## config.mk

```make
export PLATFORM = sky130hd
export DESIGN_NAME = frame_queue
export DESIGN_NICKNAME = d
export VERILOG_FILES = /design/src/rtl/frame_queue_pkg.sv /design/src/rtl/frame_queue_ram.sv /design/src/rtl/frame_queue.sv
export SDC_FILE = /design/constraint.sdc
export NUM_CORES = 1
export LEC_CHECK = 0
export ABC_AREA = 1
export CAP_MARGIN = 10
export CORE_UTILIZATION = 40
export DETAILED_ROUTE_END_ITERATION = 16
export PLACE_DENSITY_LB_ADDON = 0.25
export SLEW_MARGIN = 20
export SYNTH_ARGS = -nofsm -noshare
export SYNTH_HDL_FRONTEND = slang
export SYNTH_SLANG_ARGS = --single-unit
```

## constraint.sdc

```tcl
create_clock -name clk -period 2.9 [get_ports clk]
set_input_delay 0.58 -clock clk [delete_from_list [all_inputs] [get_ports clk]]
set_output_delay 0.58 -clock clk [all_outputs]
set_load 0.05 [all_outputs]
```

## src/rtl/frame_queue_pkg.sv

```systemverilog
// Shared definitions for the frame-aware receive queue: write FSM encoding
// and the pointer-width helper.
package frame_queue_pkg;

    typedef enum logic {
        ST_ACCEPT  = 1'b0,
        ST_DISCARD = 1'b1
    } wr_state_t;

    function automatic int ptr_width(input int depth);
        return $clog2(depth);
    endfunction

endpackage

```

## src/rtl/frame_queue_ram.sv

```systemverilog
// Frame queue storage: one synchronous write port, one asynchronous read port.
module frame_queue_ram #(
    parameter int WIDTH = 9,
    parameter int DEPTH = 16,
    parameter int AW    = 4
) (
    input  logic             clk,
    input  logic             we,
    input  logic [AW-1:0]    waddr,
    input  logic [WIDTH-1:0] wdata,
    input  logic [AW-1:0]    raddr,
    output logic [WIDTH-1:0] rdata
);

    logic [WIDTH-1:0] mem [DEPTH];

    // NOTE: storage has no reset; validity is tracked entirely by the pointers,
    // and leaving it out lets the array map onto plain RAM cells.
    always_ff @(posedge clk) begin
        if (we) begin
            mem[waddr] <= wdata;
        end
    end

    assign rdata = mem[raddr];

endmodule

```

## src/rtl/frame_queue.sv

```systemverilog
// Frame-aware FIFO: words become visible to the reader only once their frame
// is committed by wr_last; aborted or overflowing frames are rolled back.
module frame_queue
    import frame_queue_pkg::*;
#(
    parameter int DATA_WIDTH        = 8,
    parameter int DEPTH             = 16,
    parameter int ALMOST_FULL_LEVEL = DEPTH - 1
) (
    input  logic                  clk,
    input  logic                  rst_n,
    input  logic                  wr_en,
    input  logic [DATA_WIDTH-1:0] din,
    input  logic                  wr_last,
    input  logic                  wr_drop,
    output logic                  full,
    output logic                  almost_full,
    output logic                  overflow,
    input  logic                  rd_en,
    output logic [DATA_WIDTH-1:0] dout,
    output logic                  dout_last,
    output logic                  empty,
    output logic [$clog2(DEPTH):0] rd_level,
    output logic [$clog2(DEPTH):0] frame_count
);

    localparam int PTR_WIDTH = ptr_width(DEPTH);
    typedef logic [PTR_WIDTH:0] ptr_t;
    localparam ptr_t DEPTH_P  = ptr_t'(DEPTH);
    localparam ptr_t AF_LEVEL = ptr_t'(ALMOST_FULL_LEVEL);
    localparam ptr_t ONE      = ptr_t'(1);

    wr_state_t state, state_nxt;
    ptr_t      wp, cp, rp;
    ptr_t      wp_nxt, cp_nxt, rp_nxt;
    ptr_t      frame_count_nxt;
    ptr_t      used;
    logic      overflow_nxt;
    logic      mem_we;
    logic      commit;
    logic      pop_last;
    logic [DATA_WIDTH:0] rd_word;

    frame_queue_ram #(
        .WIDTH (DATA_WIDTH + 1),
        .DEPTH (DEPTH),
        .AW    (PTR_WIDTH)
    ) u_ram (
        .clk   (clk),
        .we    (mem_we),
        .waddr (wp[PTR_WIDTH-1:0]),
        .wdata ({wr_last, din}),
        .raddr (rp[PTR_WIDTH-1:0]),
        .rdata (rd_word)
    );

    assign used        = wp - rp;
    assign rd_level    = cp - rp;
    assign empty       = (cp == rp);
    assign full        = (used == DEPTH_P);
    assign almost_full = (used >= AF_LEVEL);
    assign dout        = empty ? '0 : rd_word[DATA_WIDTH-1:0];
    assign dout_last   = empty ? 1'b0 : rd_word[DATA_WIDTH];

    // NOTE: every signal gets a default before any branch so no path leaves
    // a value held, which would otherwise infer a latch.
    always_comb begin
        state_nxt    = state;
        wp_nxt       = wp;
        cp_nxt       = cp;
        rp_nxt       = rp;
        overflow_nxt = 1'b0;
        mem_we       = 1'b0;
        commit       = 1'b0;
        pop_last     = 1'b0;

        if (rd_en && !empty) begin
            rp_nxt   = rp + ONE;
            pop_last = rd_word[DATA_WIDTH];
        end

        if (wr_drop) begin
            wp_nxt    = cp;
            state_nxt = ST_ACCEPT;
        end else if (wr_en) begin
            unique case (state)
                ST_ACCEPT: begin
                    if (!full) begin
                        mem_we = 1'b1;
                        wp_nxt = wp + ONE;
                        if (wr_last) begin
                            cp_nxt = wp + ONE;
                            commit = 1'b1;
                        end
                    end else if (wr_last) begin
                        // Frame ends on the very word that found storage full.
                        wp_nxt       = cp;
                        overflow_nxt = 1'b1;
                    end else begin
                        state_nxt = ST_DISCARD;
                    end
                end
                ST_DISCARD: begin
                    if (wr_last) begin
                        wp_nxt       = cp;
                        overflow_nxt = 1'b1;
                        state_nxt    = ST_ACCEPT;
                    end
                end
                default: state_nxt = ST_ACCEPT;
            endcase
        end

        unique case ({commit, pop_last})
            2'b10:   frame_count_nxt = frame_count + ONE;
            2'b01:   frame_count_nxt = frame_count - ONE;
            default: frame_count_nxt = frame_count;
        endcase
    end

    // NOTE: sequential state uses non-blocking assignments so every register
    // samples the pre-edge values regardless of statement order.
    always_ff @(posedge clk or negedge rst_n) begin
        if (!rst_n) begin
            state       <= ST_ACCEPT;
            wp          <= '0;
            cp          <= '0;
            rp          <= '0;
            frame_count <= '0;
            overflow    <= 1'b0;
        end else begin
            state       <= state_nxt;
            wp          <= wp_nxt;
            cp          <= cp_nxt;
            rp          <= rp_nxt;
            frame_count <= frame_count_nxt;
            overflow    <= overflow_nxt;
        end
    end

endmodule

```

==> flow_summary_export.csv <==
group,metric,value,unit
status,outcome,"finished with violations",
status,violations,"design-rule violations, negative setup slack",
yosys,async_reset_ff_frac,0.133,
route,routed_wl,18200,um
timing,period_minus_slack,2.91,ns
route,firstDrtPassIters,10,
layout,drive_above_1_share,0.211,
timing,setup_viol,1,
layout,insertedDiodeCount,0,
floorplan,core-area,0.0181,mm2
cts,clock_latency,0.42,ns
yosys,ys_warn_count,0,
place,routabilityCongestion,0.869,
timing,hold_viol,0,
timing,setup_slack,-0.0142,ns
route,drc_errors,4,
floorplan,fp-row-count,49,
yosys,synth_area,0.00747,mm2
cts,cts_max_level,4,
yosys,syn-num-nets,697,
critical_path,end_kind,"register",
route,wl_per_cell,18.5,um
floorplan,dieArea,0.0192,mm2
cts,postCtsHoldBufs,0,
yosys,synth_top_area_share,0.579,
place,io_buffers,36,
global_route,grt_max_degree,58,
global_route,grt_antenna_before_repair,0,
yosys,synth_edf_count,144,
critical_path,cp-start-kind,"register",
floorplan,die-width,139,um
yosys,synth.avg_cell_area,11.3,um2
pwr,ir_drop,1.60,mV
critical_path,critPathMaxStageDelay,0.46,ns
place,dp_hpwl,11400,um
timing,period_share,1.00,
floorplan,chipHeight,139,um
critical_path,required,3.21,ns
yosys,synth.yosys.seq_area_share,0.652,
cts,cts-buffers-inserted,17,
global_route,grt_pass1_vias,5368,
timing,rsz0062_at_grt,"yes",
floorplan,pin_count,37,
layout,multi_input_area,0.00255,mm2
place,dp.cells,937,
cts,clk_path_buf_depth,2,
critical_path,cp_cell_sequence,"ha_4 > inv_4 > fa_2 > or2_1 > nor2_2 > nand3_4 > nand3_4 > buf_6 > ha_2 > nand2_1 > o21bai_2 > a31oi_4 > xor2_2 > nand2_1 > nand2_1",
yosys,synth_ff_type,"edfxtp_1",
critical_path,cp_max_fo,11,
timing,holdWs,0.491,ns
floorplan,initial_core_util,0.412,
yosys,yosysUniqueCellTypes,35,
critical_path,cp.arrival,3.22,ns
timing,relSlewSlack,0.560,
pwr,p_leak,3.52,nW
yosys,synth.ff_latch_count,166,
critical_path,path_class,"reg2reg",
flow_run,cap_violations,0,
timing,drv_slew,0,
cts,cts_sinks,166,
hold_path,min_path_type,"reg2reg",
yosys,synthCells,664,
route,vias,5233,
layout,fin_util,0.519,
cts,cts_tree,"yes",
cts,cts_root_buffer,"clkbuf_16",
timing,fmax,343,MHz
critical_path,slowest_stage,"dfrtp_2",
place,dp_slack,-0.0745,ns
critical_path,crit_top_cell,"nand2_1",
timing,tightest_slew,0.658,ns
layout,seq_area,0.00488,mm2
global_route,grt.total_usage,0.194,
route,via_per_inst,5.33,
layout,area_delta_synth_final,26.0,%
cts,path_clk_slew,0.06,ns
timing,clock_skew,0.0101,ns
route,antenna_left,0,
layout,fin_nets,772,
yosys,synth_area_leader_cell,"edfxtp_1",
route,drtIter0Drc,337,
layout,instances_no_fill,981,
layout,final.fill_count,1536,
global_route,grt_overflow,0,
yosys,synthTopCellsByArea,"edfxtp_1 58%, dfrtp_1 7.4%, nor2_1 5.6%, nand2_1 4.2%, o21ai_0 3.5%",
global_route,grt_pass1_wl,28400,um
pwr,powerDensity,1290,mW/mm2
## cells in the final DEF, fill, tap and decap left out, types with 17 or more instances in the layout
cell type        Yosys  routed
buf_4                3      41
inv_1               32      27
nand2_1             84      83
o21ai_1             17      17
clkdlybuf4s50_1      0      19
clkbuf_16            0      18
dfrtp_1             22      20
o21ai_0             53      52
edfxtp_1           144     144
nor2_1             112     109
buf_12               0      19
nand3_1             32      30
## cells by family after synthesis
logic type / Yosys count / synth area share
AO/OA/AOI/OAI: 141 / 0.108
XOR/XNOR: 19 / 0.0223
adder cells (fa/ha/maj): 19 / 0.0338
buffers and inverters: 70 / 0.0405
flip-flops: 166 / 0.652
AND/OR/NAND/NOR: 249 / 0.143
## registers in the layout, summed over array words and instances, names as in the netlist
signal,count
wp,5
overflow,1
rp,5
u_ram.mem,144
cp,5
frame_count,5
state,1
## worst paths after layout
check                      cells past startpoint         startpoint                          to  slack [ns]
setup / recovery                              15  rp[0]$_DFFE_PN0P_  frame_count[4]$_DFFE_PN0P_       -0.01
hold / removal                                 2  state$_DFFE_PN0P_           state$_DFFE_PN0P_        0.49
setup reg to reg                              15  rp[0]$_DFFE_PN0P_  frame_count[4]$_DFFE_PN0P_       -0.01
hold reg to reg                                2  state$_DFFE_PN0P_           state$_DFFE_PN0P_        0.49
max in group asynchronous                      2              rst_n           rp[0]$_DFFE_PN0P_        2.10
min in group asynchronous                      2              rst_n  frame_count[0]$_DFFE_PN0P_        0.53
## stage by stage
step | TNS, ns | power [mW] | cell area, um2
2_1_floorplan | -0.0768 | 7.10 | 7610
3_3_place_gp | 0 | 9.42 | 8560
3_5_place_dp | -0.0745 | 9.53 | 8560
4_1_cts | -0.119 | 11.8 | 9190
5_1_grt | -0.353 | 12.8 | 9410
6_report | -0.0142 | 12.2 | 9410
## repair_timing
item | 4_1_cts | 5_1_grt
pin swaps | 6 | 10
endpoints found under the setup margin | 15 | 27
buffers inserted | 4 | 7
gates cloned | 0 | 1
resized for setup | 16 | 29
## cell type report
| cell class | instances | area share |
|---|---|---|
| Tap cell | 229 | 0.0304 |
| Clock buffer | 19 | 0.0460 |
| Clock inverter | 13 | 0.0118 |
| Inverter | 39 | 0.0174 |
| Timing Repair Buffer | 87 | 0.105 |
| Sequential cell | 166 | 0.518 |
| Multi-Input combinational cell | 428 | 0.271 |
## cells in the mapped netlist (16+ instances only)
master    instances
dfrtp_1          22
o21ai_1          17
o22ai_1          16
a21oi_1          24
inv_1            32
nor2_1          112
o211ai_1         16
o21ai_0          53
nand2_1          84
edfxtp_1        144
ha_1             17
nand3_1          32
## worst max-delay path, delay by kind of cell (launching register included)
family	cells	cell delay, ns
xor gates and xnor gates	1	0.18
buffers and inverters	2	0.24
AOI/OAI and AO/OA	2	0.27
and+or+nand+nor	7	0.81
adders and majority gates	3	0.85
DFF	1	0.46
## report_power, final
| group | switching, mW | internal (mW) |
|---|---|---|
| Sequential | 0.199 | 2.83 |
| Clock | 0.957 | 1.12 |
| Combinational | 4.19 | 2.89 |
## routing by layer
| layer | GRT usage | wire length, um | up-vias |
|---|---|---|---|
| li1 | - | - | 2473 |
| met1 | 0.250 | 7970 | 2577 |
| met2 | 0.326 | 8970 | 166 |
| met3 | 0.0418 | 965 | 17 |
| met4 | 0.0661 | 276 | 0 |
| met5 | 0 | 0 | - |
Note: power is estimated with default switching activity, not from simulation.
